[config.mk]
export PLATFORM = sky130hd
export DESIGN_NAME = tick_scheduler
export DESIGN_NICKNAME = d
export VERILOG_FILES = /design/src/rtl/tick_pkg.sv /design/src/rtl/tick_channel.sv /design/src/rtl/tick_scheduler.sv
export SDC_FILE = /design/constraint.sdc
export NUM_CORES = 1
export LEC_CHECK = 0
export CELL_PAD_IN_SITES_DETAIL_PLACEMENT = 0
export CELL_PAD_IN_SITES_GLOBAL_PLACEMENT = 1
export CORE_ASPECT_RATIO = 1.75
export CORE_MARGIN = 2
export CORE_UTILIZATION = 48
export DETAILED_ROUTE_END_ITERATION = 10
export GPL_TIMING_DRIVEN = 0
export HOLD_SLACK_MARGIN = 0.03
export MAX_ROUTING_LAYER = met4
export PLACE_DENSITY_LB_ADDON = 0.1
export SLEW_MARGIN = 20
export SYNTH_ARGS = -nofsm -noshare
export SYNTH_HDL_FRONTEND = slang
export SYNTH_SLANG_ARGS = --single-unit
export TNS_END_PERCENT = 100
[constraint.sdc]
create_clock -name Clk -period 3.8 [get_ports Clk]
set_input_delay 0.38 -clock Clk [delete_from_list [all_inputs] [get_ports Clk]]
set_output_delay 0.38 -clock Clk [all_outputs]
set_load 0.01 [all_outputs]
[src/rtl/tick_pkg.sv]
// Shared encodings and elaboration-time helpers for the tick scheduler.
package tick_pkg;

  localparam logic [0:0] ST_IDLE  = 1'b0;
  localparam logic [0:0] ST_APPLY = 1'b1;

  // Integer division truncates; 0 marks an unusable frequency ratio.
  function automatic int unsigned calc_prescale(input int unsigned freq_in,
                                                input int unsigned tick_freq);
    if (tick_freq == 32'd0) begin
      return 32'd0;
    end else begin
      return freq_in / tick_freq;
    end
  endfunction

  function automatic int unsigned presc_width(input int unsigned prescale);
    return $clog2(prescale) + 32'd1;
  endfunction

  function automatic int unsigned chan_idx_width(input int unsigned channels);
    return $clog2(channels) + 32'd1;
  endfunction

endpackage

[src/rtl/tick_channel.sv]
// One scheduler channel: period/enable registers and a base-tick counter
// that emits a registered one-cycle pulse when the period expires.
module tick_channel
  import tick_pkg::*;
#(
  parameter int unsigned PERIOD_WIDTH = 16
) (
  input  logic                    clk_i,
  input  logic                    reset_i,
  input  logic                    strobe_i,
  input  logic                    write_i,
  input  logic                    clear_i,
  input  logic [PERIOD_WIDTH-1:0] period_i,
  input  logic                    enable_i,
  output logic                    pulse_o,
  output logic                    active_o
);

  logic [PERIOD_WIDTH-1:0] period_q, period_d;
  logic [PERIOD_WIDTH-1:0] cnt_q, cnt_d;
  logic                    en_q, en_d;
  logic                    pulse_q, pulse_d;

  // A clear in the strobe cycle wins, so a freshly written channel skips that tick.
  always_comb begin
    period_d = period_q;
    en_d     = en_q;
    cnt_d    = cnt_q;
    pulse_d  = 1'b0;
    if (write_i) begin
      period_d = period_i;
      en_d     = enable_i && (period_i != {PERIOD_WIDTH{1'b0}});
    end else begin
      en_d     = en_q;
    end
    if (clear_i) begin
      cnt_d = {PERIOD_WIDTH{1'b0}};
    end else if (strobe_i && en_q && (period_q != {PERIOD_WIDTH{1'b0}})) begin
      if (cnt_q == (period_q - PERIOD_WIDTH'(1'b1))) begin
        cnt_d   = {PERIOD_WIDTH{1'b0}};
        pulse_d = 1'b1;
      end else begin
        cnt_d   = cnt_q + PERIOD_WIDTH'(1'b1);
      end
    end else begin
      cnt_d = cnt_q;
    end
  end

  always_ff @(posedge clk_i) begin
    if (reset_i) begin
      period_q <= {PERIOD_WIDTH{1'b0}};
      cnt_q    <= {PERIOD_WIDTH{1'b0}};
      en_q     <= 1'b0;
      pulse_q  <= 1'b0;
    end else begin
      period_q <= period_d;
      cnt_q    <= cnt_d;
      en_q     <= en_d;
      pulse_q  <= pulse_d;
    end
  end

  assign pulse_o  = pulse_q;
  assign active_o = en_q;

endmodule

[src/rtl/tick_scheduler.sv]
// Periodic event scheduler: one shared prescaler feeding CHANNELS period
// counters, programmed through a two-cycle valid/ready config port.
module tick_scheduler
  import tick_pkg::*;
#(
  parameter int unsigned FREQUENCY_IN   = 50_000_000,
  parameter int unsigned TICK_FREQUENCY = 1_000,
  parameter int unsigned CHANNELS       = 4,
  parameter int unsigned PERIOD_WIDTH   = 16
) (
  input  logic                       Clk,
  input  logic                       Reset,
  input  logic                       CfgValid,
  output logic                       CfgReady,
  input  logic [$clog2(CHANNELS):0]  CfgChannel,
  input  logic [PERIOD_WIDTH-1:0]    CfgPeriod,
  input  logic                       CfgEnable,
  output logic                       BaseTick,
  output logic [CHANNELS-1:0]        ChannelPulse,
  output logic [CHANNELS-1:0]        ChannelActive
);

  localparam int unsigned PRESCALE = calc_prescale(FREQUENCY_IN, TICK_FREQUENCY);
  localparam int unsigned PS_W     = presc_width(PRESCALE);
  localparam int unsigned CH_W     = chan_idx_width(CHANNELS);

  if (PRESCALE < 32'd1) begin : g_freq_check
    $error("_ERROR_FREQ_TOO_HIGH_");
  end

  logic [PS_W-1:0]         presc_q, presc_d;
  logic                    strobe_s;
  logic                    base_tick_q;
  logic [0:0]              state_q, state_d;
  logic                    ready_q, ready_d;
  logic [CH_W-1:0]         cfg_ch_q, cfg_ch_d;
  logic [PERIOD_WIDTH-1:0] cfg_period_q, cfg_period_d;
  logic                    cfg_en_q, cfg_en_d;
  logic                    accept_s;
  logic                    apply_s;

  assign strobe_s = (presc_q == PS_W'(PRESCALE - 32'd1));
  assign accept_s = CfgValid && ready_q;
  assign apply_s  = (state_q == ST_APPLY);

  // Ready is registered from the next state so it stays low through reset
  // and the first cycle after release.
  always_comb begin
    presc_d      = strobe_s ? {PS_W{1'b0}} : (presc_q + PS_W'(1'b1));
    state_d      = state_q;
    cfg_ch_d     = cfg_ch_q;
    cfg_period_d = cfg_period_q;
    cfg_en_d     = cfg_en_q;
    case (state_q)
      ST_IDLE: begin
        if (accept_s) begin
          state_d      = ST_APPLY;
          cfg_ch_d     = CfgChannel;
          cfg_period_d = CfgPeriod;
          cfg_en_d     = CfgEnable;
        end else begin
          state_d      = ST_IDLE;
        end
      end
      ST_APPLY: state_d = ST_IDLE;
      default:  state_d = ST_IDLE;
    endcase
    ready_d = (state_d == ST_IDLE);
  end

  always_ff @(posedge Clk) begin
    if (Reset) begin
      presc_q      <= {PS_W{1'b0}};
      base_tick_q  <= 1'b0;
      state_q      <= ST_IDLE;
      ready_q      <= 1'b0;
      cfg_ch_q     <= {CH_W{1'b0}};
      cfg_period_q <= {PERIOD_WIDTH{1'b0}};
      cfg_en_q     <= 1'b0;
    end else begin
      presc_q      <= presc_d;
      base_tick_q  <= strobe_s;
      state_q      <= state_d;
      ready_q      <= ready_d;
      cfg_ch_q     <= cfg_ch_d;
      cfg_period_q <= cfg_period_d;
      cfg_en_q     <= cfg_en_d;
    end
  end

  // Out-of-range channel indices match no instance, so APPLY is a no-op for them.
  for (genvar i = 0; i < CHANNELS; i++) begin : g_chan
    logic write_s;
    assign write_s = apply_s && (cfg_ch_q == CH_W'(i));
    tick_channel #(
      .PERIOD_WIDTH(PERIOD_WIDTH)
    ) u_chan (
      .clk_i    (Clk),
      .reset_i  (Reset),
      .strobe_i (strobe_s),
      .write_i  (write_s),
      .clear_i  (write_s),
      .period_i (cfg_period_q),
      .enable_i (cfg_en_q),
      .pulse_o  (ChannelPulse[i]),
      .active_o (ChannelActive[i])
    );
  end

  assign CfgReady = ready_q;
  assign BaseTick = base_tick_q;

endmodule
==> impl_metrics.toml, run 1 <==
[setup_path]
crit_required_ps = 4090
path_max_fanout = 10
endpoint_kind = "register"
worst-r2r-setup-slack_ps = 430
cpPeakStageDelay_ps = 550
r2r_end = "g_chan[3].u_chan.cnt_q[7]$_SDFFE_PP0P_"
crit_type = "register to register"
crit_buf_inv = 3
critPathLaunchType = "register"
r2r_cells = 11
crit_arrival_ps = 3660
crit_family = "simple AND/OR/NAND/NOR gates"
r2r_start = "g_chan[3].u_chan.period_q[0]$_SDFFE_PP0P_"
critical_path.cell_chain = "inv_1 -> ha_1 -> clkbuf_1 -> nor2b_1 -> nor4b_2 -> mux2i_1 -> nand3_1 -> or4_1 -> nor3_2 -> buf_4 -> nor3_1"
slowest_stage = "or4_1"

[place]
io_buffer_count = 31
place_area_mm2 = 0.009714
gp_congestion = 0.9271
dpl.hpwl_um = 17750

[final_layout]
insertedDiodeCount = 0
area.sequential_mm2 = 0.003523
fill_cells = 1775
drive_gt1_share_pct = 8.598
area_growth_pct = 13.61
mostFrequentLayoutCell = "dfxtp_1"
final_cell_mix = "176 x dfxtp_1, 86 x nor2_1, 82 x a22o_1"
final_area_mm2 = 0.01033
multi_input_area_mm2 = 0.005205
final_nets = 1089

[job]
drv_cap = 0

[hold_path]
whs_path_depth = 1
hold_path_end = "presc_q[0]$_SDFF_PP0_"
worstHoldStart = "presc_q[0]$_SDFF_PP0_"
hold_class = "register to register"

[cts]
cts_tree = "yes"
clock-root-buffer = "clkbuf_16"
ctsHoldBuffers = 0
clk_pin_slew_worst_paths_ps = 70
cts_resized = 0
clk_latency_ps = 440
cts_setup_buffers = 0
cts_buffer_depth = 2
cts.sinks = 176
htree_num_levels = 4
numCtsBuffers = 17

[logic_synthesis]
synth_ff_type = "dfxtp_1"
yosys_warnings = 0
syn-num-nets = 1039
ys_seq_area_share_pct = 38.75
async_reset_ff_share_pct = 0
syn_area_mm2 = 0.009094
ys_ff_latch = 176
ys_types = 79
syn_avg_cell_area_um2 = 9.031
synthCells = 1007
synth_edf_count = 0

[global_routing]
grt_usage_pct = 25.33
grt_pass1_vias = 7443
grt_antenna_before_repair = 0
gr-max-usage-layer = "met2"
grt-ovfl-total = 0
grt_use_met1_pct = 27.48
use_met2_pct = 44.63
grt_pass1_wl_um = 38270
grt_use_met3_pct = 3.887
grt_max_degree = 17

[timing]
fmax_mhz = 296.6
relSlewSlack_pct = 31.71
clock_skew_ps = 9.055
min_period_ps = 3372
timing.final.crit_share_pct = 88.73
hold_viol = 0
setup_tns_ps = 0
setup_viol = 0
worst_slew_pin_slew_ps = 1020
slew_viol_final = 0
rsz0062_at_grt = "false"

[die]
num_rows = 66
start_util_pct = 48.94
die_area_mm2 = 0.02011
die_h_um = 186.1
io_pins = 33
core_area_mm2 = 0.01858
fp.dieW_um = 108.0

[power_and_ir_drop]
power_density_mw_per_mm2 = 375.6
power.leakage_nw = 4.017
ir_drop_mv = 0.2521

[routing]
vias = 7550
drt_iter0_markers = 402
drt-pass1-iter-count = 5
wirelength_um = 23720
vias_per_cell = 5.772
drc = 0
ant_nets = 0
wire_per_inst_um = 18.14

[run_status]
outcome = "finished clean"
## per-layer routing
| metal | wire (um) | vias to the layer above |
|---|---|---|
| met2 | 12370 | 132 |
| met1 | 9762 | 3594 |
| met5 | 0 | - |
| met4 | 952 | 0 |
| met3 | 642 | 58 |
| li1 | - | 3766 |
## logic make-up after synthesis
family / share of synthesized area [%]
AND/OR/NAND/NOR: 24.63
flip-flops: 38.75
AO/OA/AOI/OAI: 15.80
XOR/XNOR: 14.54
buffers and inverters: 4.155
adder cells (fa/ha/maj): 1.238
multiplexers: 0.8944
## metrics by stage
stage                     setup WS [ps]  instances  power [W]  hold WS [ps]  util [%]
after detailed placement          413.5       1276   0.002078         431.0     52.28
after floorplan                   926.5       1007   0.002008         413.0         -
after global placement            389.8       1276   0.002076         424.7     52.22
final                             428.4       1308   0.003881         435.1     55.60
after CTS                         398.1       1308   0.003917         440.7     55.60
after global routing              163.9       1308   0.004004         453.7     55.60
## state kept, by name, indices dropped and copies added (netlist names)
signal and count:
presc_q 17, cfg_en_q 1, cfg_period_q 16, CfgReady 1, g_chan.u_chan.active_o 4, apply_s 1, BaseTick 1, g_chan.u_chan.cnt_q 64
g_chan.u_chan.period_q 64, cfg_ch_q 3, g_chan.u_chan.pulse_o 4
## cells in the mapped netlist (all sizes together) (3+ instances only)
cell type	number	share of area, %
dfxtp	176	39
nor2	98	4.6
a22o	82	7.9
xnor2	77	7.4
xor2	74	7.1
nor3	63	3.7
nand2	56	2.3
clkbuf	36	1.5
nand3	35	1.9
nor4	29	2.3
and3	28	1.9
nand4	26	1.8
inv	24	0.99
buf	23	1.7
o21ai	21	1.2
or4	16	1.3
a21oi	15	0.83
or3	12	0.83
ha	9	1.2
mux2i	7	0.77
nor3b	6	0.50
nor4b	6	0.65
o41ai	6	0.99
a2111oi	5	0.76
a31oi	5	0.34
and2	5	0.34
a211oi	4	0.33
nand2b	4	0.28
nor2b	4	0.28
o31ai	4	0.44
a211o	3	0.29
a21o	3	0.25
and4	3	0.29
nand4b	3	0.45
o21bai	3	0.25
o22ai	3	0.21
o311ai	3	0.29
or2	3	0.21
or3b	3	0.32
## power by group
group	total (W)	switching, W	leakage (nW)	internal (W)
Sequential	0.00189	0.0000320	1.42	0.00186
Combinational	0.000144	0.0000822	2.30	0.0000613
Clock	0.00185	0.000741	0.300	0.00110
Total	0.00388	0.000856	4.02	0.00303
## worst max-delay path by stage
stage                                                         start                                 endpoint  slack, ps  cells after the start
after floorplan           g_chan[3].u_chan.period_q[7]$_SDFFE_PP0P_  g_chan[3].u_chan.cnt_q[15]$_SDFFE_PP0P_        930                     10
after global placement    g_chan[1].u_chan.period_q[0]$_SDFFE_PP0P_  g_chan[1].u_chan.cnt_q[13]$_SDFFE_PP0P_        390                     10
after detailed placement  g_chan[1].u_chan.period_q[0]$_SDFFE_PP0P_  g_chan[1].u_chan.cnt_q[14]$_SDFFE_PP0P_        410                     10
after CTS                 g_chan[1].u_chan.period_q[0]$_SDFFE_PP0P_  g_chan[1].u_chan.cnt_q[10]$_SDFFE_PP0P_        400                     10
after global routing      g_chan[3].u_chan.period_q[0]$_SDFFE_PP0P_   g_chan[3].u_chan.cnt_q[6]$_SDFFE_PP0P_        160                     11
final                     g_chan[3].u_chan.period_q[0]$_SDFFE_PP0P_   g_chan[3].u_chan.cnt_q[7]$_SDFFE_PP0P_        430                     11
## final cells by class
cell class,count,area share [%]
timing repair buffer,31,3.004
inverter,24,0.8720
buffer,59,2.786
clock inverter,9,1.247
sequential,176,34.10
clock buffer,23,4.723
multi-input combinational,748,50.38
tap,238,2.882
## worst register-to-register path, stage by stage (launching register included)
cell and delay [ps]:
dfxtp_1 350, inv_1 90, ha_1 140, clkbuf_1 340, nor2b_1 310, nor4b_2 440
mux2i_1 280, nand3_1 90, or4_1 550, nor3_2 330, buf_4 240, nor3_1 60
Note: power is estimated with default switching activity, not from simulation.
==> run 2: changes to the inputs <==
- ABC_CLOCK_PERIOD_IN_PS: default -> 3800
==> results of run 2 <==
No change in the layout: final DEF, timing and power equal those of run 1.
==> run 3: changes to the inputs <==
- CTS_CLUSTER_SIZE: default -> 12
==> results of run 3 <==
No change in the layout: final DEF, timing and power equal those of run 1.
